$ cat src/rtl/rv_decode_stage.sv
// RV32I decode stage: sequences register-file reads, snoops writeback to keep
// operands coherent, and hands a decoded bundle to execute via valid/ready.
module rv_decode_stage #(
  parameter int XLEN     = 32,
  parameter int ALU_OP_W = 4
) (
  input  logic                CLK,
  input  logic                RST,
  input  logic                flush,
  input  logic                if_valid,
  output logic                if_ready,
  input  logic [31:0]         if_instr,
  input  logic [XLEN-1:0]     if_pc,
  output logic [4:0]          rf_a1,
  output logic [4:0]          rf_a2,
  input  logic [XLEN-1:0]     rf_rd1,
  input  logic [XLEN-1:0]     rf_rd2,
  input  logic                wb_we,
  input  logic [4:0]          wb_addr,
  input  logic [XLEN-1:0]     wb_data,
  output logic                ex_valid,
  input  logic                ex_ready,
  output logic [XLEN-1:0]     ex_pc,
  output logic [XLEN-1:0]     ex_rs1_val,
  output logic [XLEN-1:0]     ex_rs2_val,
  output logic [XLEN-1:0]     ex_imm,
  output logic [4:0]          ex_rd,
  output logic [2:0]          ex_funct3,
  output logic [ALU_OP_W-1:0] ex_alu_op,
  output logic                ex_alu_src_imm,
  output logic                ex_reg_write,
  output logic                ex_mem_read,
  output logic                ex_mem_write,
  output logic                ex_branch,
  output logic                ex_jump,
  output logic                ex_illegal
);

  typedef enum logic [1:0] {IDLE, READ, HOLD} state_t;
  typedef enum logic [3:0] {
    ALU_ADD = 4'h0, ALU_SUB, ALU_SLL, ALU_SLT, ALU_SLTU, ALU_XOR,
    ALU_SRL, ALU_SRA, ALU_OR, ALU_AND, ALU_PASSB
  } alu_t;

  localparam logic [6:0] OPC_LUI    = 7'b0110111;
  localparam logic [6:0] OPC_AUIPC  = 7'b0010111;
  localparam logic [6:0] OPC_JAL    = 7'b1101111;
  localparam logic [6:0] OPC_JALR   = 7'b1100111;
  localparam logic [6:0] OPC_BRANCH = 7'b1100011;
  localparam logic [6:0] OPC_LOAD   = 7'b0000011;
  localparam logic [6:0] OPC_STORE  = 7'b0100011;
  localparam logic [6:0] OPC_OPIMM  = 7'b0010011;
  localparam logic [6:0] OPC_OP     = 7'b0110011;

  state_t          state, state_nx;
  logic            accept;
  logic [31:0]     instr_q;
  logic [XLEN-1:0] pc_q;
  logic            fwd1_v, fwd2_v;
  logic [XLEN-1:0] fwd1_d, fwd2_d;

  logic [6:0]      opcode;
  logic [2:0]      funct3;
  logic [4:0]      rs1, rs2, rd;
  logic [31:0]     imm_i, imm_s, imm_b, imm_u, imm_j;
  logic [XLEN-1:0] op1, op2, d_imm;
  alu_t            d_alu;
  logic            d_src_imm, d_rw, d_mr, d_mw, d_br, d_jp, d_ill;

  always_comb begin
    if_ready = !flush && (state == IDLE || (state == HOLD && ex_ready));
    accept   = if_valid && if_ready;
    state_nx = state;
    unique case (state)
      IDLE:    if (accept) state_nx = READ;
      READ:    state_nx = HOLD;
      HOLD:    if (ex_ready) state_nx = accept ? READ : IDLE;
      default: state_nx = IDLE;
    endcase
    if (flush) state_nx = IDLE;
  end

  assign rf_a1 = (state == READ) ? instr_q[19:15] : if_instr[19:15];
  assign rf_a2 = (state == READ) ? instr_q[24:20] : if_instr[24:20];

  assign opcode = instr_q[6:0];
  assign funct3 = instr_q[14:12];
  assign rd     = instr_q[11:7];
  assign rs1    = instr_q[19:15];
  assign rs2    = instr_q[24:20];
  assign imm_i  = {{20{instr_q[31]}}, instr_q[31:20]};
  assign imm_s  = {{20{instr_q[31]}}, instr_q[31:25], instr_q[11:7]};
  assign imm_b  = {{19{instr_q[31]}}, instr_q[31], instr_q[7], instr_q[30:25], instr_q[11:8], 1'b0};
  assign imm_u  = {instr_q[31:12], 12'b0};
  assign imm_j  = {{11{instr_q[31]}}, instr_q[31], instr_q[19:12], instr_q[20], instr_q[30:21], 1'b0};

  // Operand priority: write on this edge, then write seen at accept, then RF read.
  always_comb begin
    op1 = rf_rd1;
    if (fwd1_v) op1 = fwd1_d;
    if (wb_we && wb_addr == rs1) op1 = wb_data;
    if (rs1 == 5'd0) op1 = '0;
    op2 = rf_rd2;
    if (fwd2_v) op2 = fwd2_d;
    if (wb_we && wb_addr == rs2) op2 = wb_data;
    if (rs2 == 5'd0) op2 = '0;
  end

  always_comb begin
    d_imm = '0; d_alu = ALU_ADD; d_src_imm = 1'b0; d_rw = 1'b0;
    d_mr = 1'b0; d_mw = 1'b0; d_br = 1'b0; d_jp = 1'b0; d_ill = 1'b0;
    unique case (opcode)
      OPC_LUI:    begin d_imm = imm_u; d_alu = ALU_PASSB; d_src_imm = 1'b1; d_rw = 1'b1; end
      OPC_AUIPC:  begin d_imm = imm_u; d_src_imm = 1'b1; d_rw = 1'b1; end
      OPC_JAL:    begin d_imm = imm_j; d_src_imm = 1'b1; d_rw = 1'b1; d_jp = 1'b1; end
      OPC_JALR:   begin d_imm = imm_i; d_src_imm = 1'b1; d_rw = 1'b1; d_jp = 1'b1; end
      OPC_BRANCH: begin d_imm = imm_b; d_alu = ALU_SUB; d_br = 1'b1; end
      OPC_LOAD:   begin d_imm = imm_i; d_src_imm = 1'b1; d_rw = 1'b1; d_mr = 1'b1; end
      OPC_STORE:  begin d_imm = imm_s; d_src_imm = 1'b1; d_mw = 1'b1; end
      OPC_OPIMM, OPC_OP: begin
        d_imm     = (opcode == OPC_OPIMM) ? imm_i : '0;
        d_src_imm = (opcode == OPC_OPIMM);
        d_rw      = 1'b1;
        unique case (funct3)
          3'b000:  d_alu = (opcode == OPC_OP && instr_q[30]) ? ALU_SUB : ALU_ADD;
          3'b001:  d_alu = ALU_SLL;
          3'b010:  d_alu = ALU_SLT;
          3'b011:  d_alu = ALU_SLTU;
          3'b100:  d_alu = ALU_XOR;
          3'b101:  d_alu = instr_q[30] ? ALU_SRA : ALU_SRL;
          3'b110:  d_alu = ALU_OR;
          default: d_alu = ALU_AND;
        endcase
      end
      default:    d_ill = 1'b1;
    endcase
    if (rd == 5'd0) d_rw = 1'b0;
  end

  always_ff @(posedge CLK) begin
    if (RST) begin
      state          <= IDLE;
      instr_q        <= '0;
      pc_q           <= '0;
      fwd1_v         <= 1'b0;
      fwd2_v         <= 1'b0;
      fwd1_d         <= '0;
      fwd2_d         <= '0;
      ex_valid       <= 1'b0;
      ex_pc          <= '0;
      ex_rs1_val     <= '0;
      ex_rs2_val     <= '0;
      ex_imm         <= '0;
      ex_rd          <= '0;
      ex_funct3      <= '0;
      ex_alu_op      <= '0;
      ex_alu_src_imm <= 1'b0;
      ex_reg_write   <= 1'b0;
      ex_mem_read    <= 1'b0;
      ex_mem_write   <= 1'b0;
      ex_branch      <= 1'b0;
      ex_jump        <= 1'b0;
      ex_illegal     <= 1'b0;
    end else begin
      state <= state_nx;
      if (accept) begin
        instr_q <= if_instr;
        pc_q    <= if_pc;
        fwd1_v  <= wb_we && wb_addr == if_instr[19:15];
        fwd2_v  <= wb_we && wb_addr == if_instr[24:20];
        fwd1_d  <= wb_data;
        fwd2_d  <= wb_data;
      end
      if (flush) begin
        ex_valid <= 1'b0;
      end else if (state == READ) begin
        ex_valid       <= 1'b1;
        ex_pc          <= pc_q;
        ex_rs1_val     <= op1;
        ex_rs2_val     <= op2;
        ex_imm         <= d_imm;
        ex_rd          <= rd;
        ex_funct3      <= funct3;
        ex_alu_op      <= ALU_OP_W'(d_alu);
        ex_alu_src_imm <= d_src_imm;
        ex_reg_write   <= d_rw;
        ex_mem_read    <= d_mr;
        ex_mem_write   <= d_mw;
        ex_branch      <= d_br;
        ex_jump        <= d_jp;
        ex_illegal     <= d_ill;
      end else if (state == HOLD) begin
        if (ex_ready) ex_valid <= 1'b0;
        if (wb_we && wb_addr == rs1 && rs1 != 5'd0) ex_rs1_val <= wb_data;
        if (wb_we && wb_addr == rs2 && rs2 != 5'd0) ex_rs2_val <= wb_data;
      end
    end
  end

endmodule

$ cat config.mk
export PLATFORM = sky130hd
export DESIGN_NAME = rv_decode_stage
export DESIGN_NICKNAME = d
export VERILOG_FILES = /design/src/rtl/rv_decode_stage.sv
export SDC_FILE = /design/constraint.sdc
export NUM_CORES = 1
export LEC_CHECK = 0
export BUFFER_PORTS_ARGS = -buffer_cell sky130_fd_sc_hd__buf_4
export CAP_MARGIN = 15
export CORE_MARGIN = 8
export CORE_UTILIZATION = 50
export DETAILED_ROUTE_END_ITERATION = 7
export PLACE_DENSITY = 0.82
export SLEW_MARGIN = 25
export SYNTH_ARGS = -nofsm -noshare
export SYNTH_HDL_FRONTEND = slang
export SYNTH_SLANG_ARGS = --single-unit
$ cat constraint.sdc
create_clock -name CLK -period 3.5 [get_ports CLK]
set_input_delay 0.35 -clock CLK [delete_from_list [all_inputs] [get_ports CLK]]
set_output_delay 0.35 -clock CLK [all_outputs]
set_load 0.1 [all_outputs]
==> results.md, run 1 <==
- Top_reg_cell synth: dfxtp_1
- Top post-synthesis cells by area: dfxtp_1 (44%), nand2_1 (10%), a21oi_1 (8.2%), mux2i_1 (6.9%), o21ai_0 (5.0%)
- NetSw: 1.75 mW
- Worst setup path class: reg2out
- Asr flop ratio synth: 0%
- CP dominant cell by count: buf_4
- PortBufs: 329
- Period minus WS final: 2850 ps
- Status: finished, final reports clean
- Routability Congestion: around 0.91
- Setup Skew: 6.47 ps
- Setup crit end: rf_a2[3]
- H-tree depth: 1
- Initial core utilization: 50.7%
- Nets: 1,868
- Worst slew margin: 38.1%
- P&R area growth vs syn: 30.7%
- Max-cap violations: 0
- Synth Register Bits: 248
- Post-CTS Setup Inserts: 0
- Slowest cell on crit path: ha_1
- Synth area leader: dfxtp_1
- Clk buf depth: 3
- Die Footprint: 0.0279 sq mm
- 1st-pass router iterations: 6
- Sw Share: 26.0%
- DP HPWL: 27,600 um
- Clock transition at the registers of the reported paths: around 60 ps
- Ports: 330
- Setup TNS: 0 ps
- Overall Global Routing Usage: 27.1%
- Register area share after synthesis: about 44%
- Hold WC Path Type: in2reg
- Pleak: 5.81 nW
- Synth Area per Inst: 7.96 sq um
- Critical Path Start Type: flip-flop
- Largest net degree at the start of global routing: 130
- DR vias: 11,700
- Worst vdd ir: 0.360 mV
- P_int: 4.98 mW
- CP startpoint: state[1]$_SDFFE_PP0P_
- Distinct cells, synth: 58
- Count of final hold-check violations: 0
- Crit path largest cell delay: between 500 and 600 ps
- Final Slew Violations: 0
- Die X: 167 um
- PostCTS Resize Cnt: 0
- Root Buffer: clkbuf_16
- Synthesized instance count: 1,433
- Vias in the first global route: approximately 11,000
- CORE AREA: 0.0225 sq mm
- DRT iter0 DRCs: 1,216
- Synth Cell Area: about 0.011 sq mm
- Worst skew pair latency: roughly 540 ps
- CTS tree: built
- Period utilisation layout: 81.3%
- Worst slew pin tran: 922 ps
- Rows: 55
- Initial antenna violation count: 0
- Fmax: 351 MHz
- Synth top area share: 43.5%
- Clock tree sinks: 248
- Unrepaired setup endpoints after global routing: no
- DRC viols: 0
- R2r endpoint: ex_rs2_val[2]$_SDFFE_PP0P_
- R2r worst-path depth: 7
- Final setup viols: 0
- # hold bufs at CTS: 0
- Ant diodes: 0
- CP max FO: 16
- Post-route antenna net violation count: 0
- Grt total ovfl: 0
- Worst r2r src: state[1]$_SDFFE_PP0P_
- CP Capture Type: primary output
- Critical path cell sequence: inv_1 -> ha_1 -> buf_4 -> mux2_2 -> buf_4
- Share of cells above drive strength 1: 26.3%
- Yosys warning count: 0
- Reg-to-reg setup timing slack: 740 ps
- First-pass GRT wire length: 63,000 um
- Wire per inst: 19.9 um
- Die Y: between 150 and 200 um
- Worst hold margin: 53.3 ps
- Arr. time, crit path: 2500 ps
- Clock power share: 44.8%
- Total wire length: 39,700 um
- Worst endpoint required time: about 3200 ps
- EDFF count, synth: 0
- Part of the power in registers: a little over two fifths
- Pwr Density: 452 mW/mm^2
- Num CTS Buffers: 27
- Vias per cell: 5.83
- Syn Nets: 1,608
- Combinational Power Share: 11.4%
worst max-delay path: cells and delay by family, from the launching register on:
family | cells | cell delay, ps
mux | 1 | 370
flops | 1 | 340
buf+inv | 3 | 660
fa+ha+maj | 1 | 580
worst min path at each step:
stage	slack (ps)	cells after the start	end	startpoint
6_report	50	3	instr_q[29]$_SDFFE_PP0P_	if_instr[29]
5_1_grt	40	3	pc_q[26]$_SDFFE_PP0P_	if_pc[26]
4_1_cts	30	3	instr_q[5]$_SDFFE_PP0P_	if_instr[5]
3_5_place_dp	440	2	ex_pc[4]$_SDFFE_PP0P_	pc_q[4]$_SDFFE_PP0P_
3_3_place_gp	440	2	ex_pc[1]$_SDFFE_PP0P_	pc_q[1]$_SDFFE_PP0P_
2_1_floorplan	430	1	state[0]$_SDFFE_PP0P_	flush
cells in the final DEF (no fill, tap or decap), types with 7 or more instances in the layout:
| cell type | Yosys | layout |
|---|---|---|
| dfxtp_1 | 248 | 246 |
| a311oi_1 | 24 | 24 |
| o211ai_1 | 17 | 17 |
| inv_1 | 19 | 19 |
| o21ai_2 | 10 | 11 |
| mux2i_1 | 79 | 79 |
| buf_4 | 2 | 345 |
| a21oi_1 | 187 | 187 |
| o21ai_0 | 115 | 114 |
| xnor2_1 | 9 | 9 |
| a211oi_1 | 18 | 18 |
| xor2_1 | 10 | 10 |
| clkinv_2 | 0 | 9 |
| clkbuf_16 | 0 | 27 |
| nor2b_1 | 17 | 16 |
| nand3b_1 | 12 | 12 |
| nand3_1 | 36 | 35 |
| nor2_1 | 76 | 73 |
| nand2_1 | 317 | 316 |
| nor3_1 | 20 | 20 |
| a22o_1 | 7 | 7 |
| mux2_2 | 22 | 22 |
flip-flops by register name, indices dropped and copies added, names as in the netlist, 2 cells and up:
register	flops
pc_q	32
state	2
fwd2_d	32
ex_imm	32
ex_rs1_val	32
ex_pc	32
instr_q	32
ex_rs2_val	32
ex_rd	5
ex_alu_op	4
ex_funct3	3
Yosys cell counts (3+ instances only):
| library cell | count |
|---|---|
| nand2_1 | 317 |
| dfxtp_1 | 248 |
| a21oi_1 | 187 |
| o21ai_0 | 115 |
| clkbuf_1 | 88 |
| mux2i_1 | 79 |
| nor2_1 | 76 |
| nand3_1 | 36 |
| a311oi_1 | 24 |
| mux2_2 | 22 |
| nor3_1 | 20 |
| inv_1 | 19 |
| a211oi_1 | 18 |
| nor2b_1 | 17 |
| o211ai_1 | 17 |
| buf_2 | 16 |
| nand3b_1 | 12 |
| o21ai_2 | 10 |
| xor2_1 | 10 |
| xnor2_1 | 9 |
| buf_1 | 8 |
| a22o_1 | 7 |
| a22oi_1 | 6 |
| o21ai_1 | 6 |
| nand4_1 | 5 |
| or3_1 | 5 |
| ha_1 | 4 |
| nand2b_1 | 4 |
| o31ai_1 | 4 |
| or4_1 | 4 |
| and3_1 | 3 |
| nor4_1 | 3 |
| o21a_1 | 3 |
| or2_2 | 3 |
cells by family (layout without fill, tap and decap cells):
family	after synthesis	in the layout	share of synthesized area (%)
AND/OR/NAND/NOR	517	517	19.6
flip-flops	248	248	43.5
multiplexers	101	101	9.11
buffers and inverters	136	416	4.95
adder cells (fa/ha/maj)	4	4	0.439
AO/OA/AOI/OAI	407	407	20.8
XOR/XNOR	20	20	1.60
final cells by class:
| cell class | instances | area [sq um] |
|---|---|---|
| fillers | 1832 | 7600 |
| multi-input cells | 1049 | 5910 |
| flip-flops and latches | 248 | 4970 |
| repair buffers | 348 | 2640 |
| clock buffers | 33 | 748 |
| well taps | 285 | 357 |
| clock inverters | 16 | 200 |
| inverters | 19 | 71.3 |
per-layer routing:
metal / global-route usage [%] / wire, um / vias up / part of all wire, %
met5: 0 / 0 / - / 0
met4: 9.87 / 1470 / 0 / 3.7
met3: 7.71 / 4070 / 110 / 10
met2: 44.9 / 18500 / 662 / 47
met1: 33.2 / 15700 / 5400 / 39
li1: - / - / 5479 / -
power groups by stage:
stage	clock network, mW	registers [mW]	logic [mW]
after floorplan	0	3.03	0.415
after global placement	0	3.00	0.751
after detailed placement	0	3.01	0.760
after CTS	3.05	2.95	0.764
after global routing	3.17	2.95	0.823
final	3.02	2.95	0.771
metrics by stage:
stage	total power, mW	utilization, %	setup WS, ps	instance area [sq um]	instances
2_1_floorplan	3.45	-	1470	11400	1433
3_3_place_gp	3.75	62.0	955	13900	1949
3_5_place_dp	3.77	62.0	866	13900	1949
4_1_cts	6.76	66.2	641	14900	1998
5_1_grt	6.94	66.2	531	14900	1998
6_report	6.73	66.2	655	14900	1998
Power figures use the tool's default switching activity.
==> run 2, diff against run 1 <==
--- a/config.mk
+++ b/config.mk
@@ -5,10 +5,11 @@
 export SDC_FILE = /design/constraint.sdc
 export NUM_CORES = 1
 export LEC_CHECK = 0
+export ABC_AREA = 1
 export BUFFER_PORTS_ARGS = -buffer_cell sky130_fd_sc_hd__buf_4
 export CAP_MARGIN = 15
 export CORE_MARGIN = 8
-export CORE_UTILIZATION = 50
+export CORE_UTILIZATION = 48
 export DETAILED_ROUTE_END_ITERATION = 7
 export PLACE_DENSITY = 0.82
 export SLEW_MARGIN = 25
==> constraint.sdc (replaced) <==
create_clock -name CLK -period 2.51 [get_ports CLK]
set_input_delay 0.251 -clock CLK [delete_from_list [all_inputs] [get_ports CLK]]
set_output_delay 0.251 -clock CLK [all_outputs]
set_load 0.1 [all_outputs]
==> run 2 against run 1 <==
Against the previous run: routed wire length is 21% higher; synthesized cell count grew 43%; synthesized area is 11% higher; via count rose by 26%; register-to-register slack lost 290 ps; utilization decreased by 1.1 points; combinational power rose to 2.7 times the previous value; cell area increased by 13%; global-route usage rose by 1.8 points; critical path depth unchanged.
==> results.md, run 2 <==
- PortBufs: 329
- Worst r2r src: state[1]$_SDFFE_PP0P_
- Synth Cell Area: 0.0126 sq mm
- 1st-pass router iterations: 6
- Post-route cell area: 0.0169 sq mm
- Setup Skew: 10.2 ps
- First-pass GRT wire length: ~75,000 um
- Die X: 178 um
- Share of cells above drive strength 1: 18.5%
- Synth Area per Inst: ~6.2 sq um
- Reg-to-reg setup timing slack: 450 ps
- Synth area leader: dfxtp_1
- Final core utilization: 65.1%
- Commonest non-fill, non-tap cells in the layout: nand2_1 (578), buf_4 (358), nor2_1 (259)
- Clock transition at the registers of the reported paths: 60 ps
- Distinct cells, synth: 32
- Worst vdd ir: between 0.5 and 0.6 mV
- EDFF count, synth: 0
- Overall Global Routing Usage: 28.9%
- Hold WC Path Type: in2reg
- DP HPWL: 32,800 um
- Nets: 2,529
- Worst setup path class: reg2out
- Dpl cells: approximately 2,600
- Clock tree sinks: ~250
- CTS tree: built
- Num CTS Buffers: 28
- CP startpoint: state[1]$_SDFFE_PP0P_
- Power, Total: 10.7 mW
- Grt total ovfl: 0
- Die Footprint: 0.0317 sq mm
- Yosys warning count: 0
- R2r worst-path depth: 8
- Status: finished, final reports clean
- Top cells by count, synth: nand2_1 (582), nor2_1 (261), dfxtp_1 (248)
- Rows: 59
- Register area: 0.00497 sq mm
- Period utilisation layout: 99.0%
- Register area share after synthesis: 39.3%
- Vias in the first global route: 14,100
- Syn Nets: between 2,000 and 2,500
- Most frequent cell after synthesis: nand2_1
- Setup crit end: rf_a2[0]
- DRT iter0 DRCs: about 1,700
- Arr. time, crit path: 2230 ps
- Top post-synthesis cells by area: dfxtp_1 (39%), nand2_1 (17%), o21ai_0 (8.3%), nor2_1 (7.8%), nand3_1 (6.6%)
- Fmax: 402 MHz
- Multi-input gate area: 0.00633 sq mm
- Initial core utilization: 48.7%
- DP Worst Slack: 471 ps
- Synthesized instance count: 2,044
- Final setup viols: 0
- Worst endpoint required time: approximately 2300 ps
- CORE AREA: roughly 0.026 sq mm
- Setup ws final: between 20 and 30 ps
- Routability Congestion: about 0.90
- H-tree depth: 1
- Period minus WS final: about 2500 ps
- Max-cap violations: 0
- Worst skew pair latency: 540 ps
- Post-Layout Cell Count: 2,710
- Wire per inst: approximately 18 um
- Synth top area share: 39.3%
- Asr flop ratio synth: 0%
- Unrepaired setup endpoints after global routing: no
- Die Y: between 150 and 200 um
- DRC viols: 0
- R2r endpoint: ex_imm[11]$_SDFFE_PP0P_
- DP Area: 0.0154 sq mm
- Total wire length: 48,100 um
- CP Capture Type: primary output
- Vias per cell: about 5.4
- Synth Register Bits: 248
- Ports: 330
- Initial antenna violation count: 4
- Fillers: between 2,000 and 2,500
- Count of final hold-check violations: 0
- Post-route antenna net violation count: 0
- Critical Path Start Type: flip-flop
- Clk buf depth: 3
- Final Slew Violations: 0
- Top_reg_cell synth: dfxtp_1
- Worst slew margin: 46.2%
- Largest net degree at the start of global routing: just over 100
- Root Buffer: clkbuf_16
- CP max FO: 11
- DR vias: 14,700
- Commonest non-fill, non-tap cell in the layout: nand2_1
- Pwr Density: 633 mW/mm^2
- Pleak: 8.15 nW
- P&R area growth vs syn: 33.7%
- Worst slew pin tran: roughly 800 ps
==> run 2: cell count changes in the layout (fill, tap and decap cells not counted), sizes merged, moves of 27 or more <==
| cell | change |
|---|---|
| nand3 | +131 |
| nor2 | +187 |
| nand2 | +266 |
| o21ai | +80 |
| a21oi | -27 |
| mux2i | -79 |
| dlygate4sd3 | +44 |
| inv | +202 |
==> run 2: worst min path at each step <==
stage                          start                        to  slack [ps]  depth (start not counted)
2_1_floorplan               if_pc[0]      pc_q[0]$_SDFFE_PP0P_         400                          2
3_3_place_gp   pc_q[27]$_SDFFE_PP0P_    ex_pc[27]$_SDFFE_PP0P_         440                          2
3_5_place_dp   pc_q[29]$_SDFFE_PP0P_    ex_pc[29]$_SDFFE_PP0P_         450                          2
4_1_cts                 if_instr[26]  instr_q[26]$_SDFFE_PP0P_           3                          3
5_1_grt                 if_instr[26]  instr_q[26]$_SDFFE_PP0P_          20                          3
6_report                if_instr[26]  instr_q[26]$_SDFFE_PP0P_           8                          3
==> run 2: logic make-up (layout without fill, tap and decap cells) <==
family / after synthesis / after routing / share of synthesized area (%)
AND/OR/NAND/NOR: 1046 / 1046 / 33.6
flip-flops: 248 / 248 / 39.3
other: 0 / 3 / 0
adder cells (fa/ha/maj): 4 / 4 / 0.396
buffers and inverters: 358 / 686 / 10.9
XOR/XNOR: 6 / 6 / 0.416
AO/OA/AOI/OAI: 382 / 382 / 15.3
==> run 2: per-stage QoR <==
stage / TNS, ps / hold WS [ps]
floorplan: -2800 / 396
global placement: 0 / 438
detailed placement: 0 / 449
CTS: 0 / 2.95
global route: 0 / 23.7
finish: 0 / 7.83
==> run 2: final cells by class <==
cell class	instances	area share (%)
antenna	3	0.0445
clock buffer	38	4.62
clock inverter	10	1.07
inverter	222	4.97
multi-input combinational	1438	37.5
sequential	248	29.4
tap	335	2.48
timing repair buffer	416	19.9
==> run 2: layer usage <==
metal	vias to the layer above	share of wire, %	GRT usage, %
li1	7066	-	-
met1	6675	38	34.7
met2	845	47	49.3
met3	130	10	5.86
met4	2	4.4	12.8
met5	-	0.029	0
==> run 2: critical path, stage by stage (launching register included) <==
cell	delay (ps)
dfxtp_1	380
inv_1	100
ha_1	250
buf_4	200
o21ai_0	380
buf_4	370
==> run 2: report_power, final <==
group | switching (mW) | total, mW | internal, mW
combinational | 1.45 | 2.10 | 0.644
sequential | 0.136 | 4.25 | 4.11
clock | 1.66 | 4.34 | 2.67
==> run 2: repair_timing <==
action                                 CTS  global route
gates resized for setup                  1             6
hold buffers                            44             0
setup buffers                            0             0
setup endpoints to repair                6             6
endpoints found under the hold margin   44             0
cloned                                   0             0
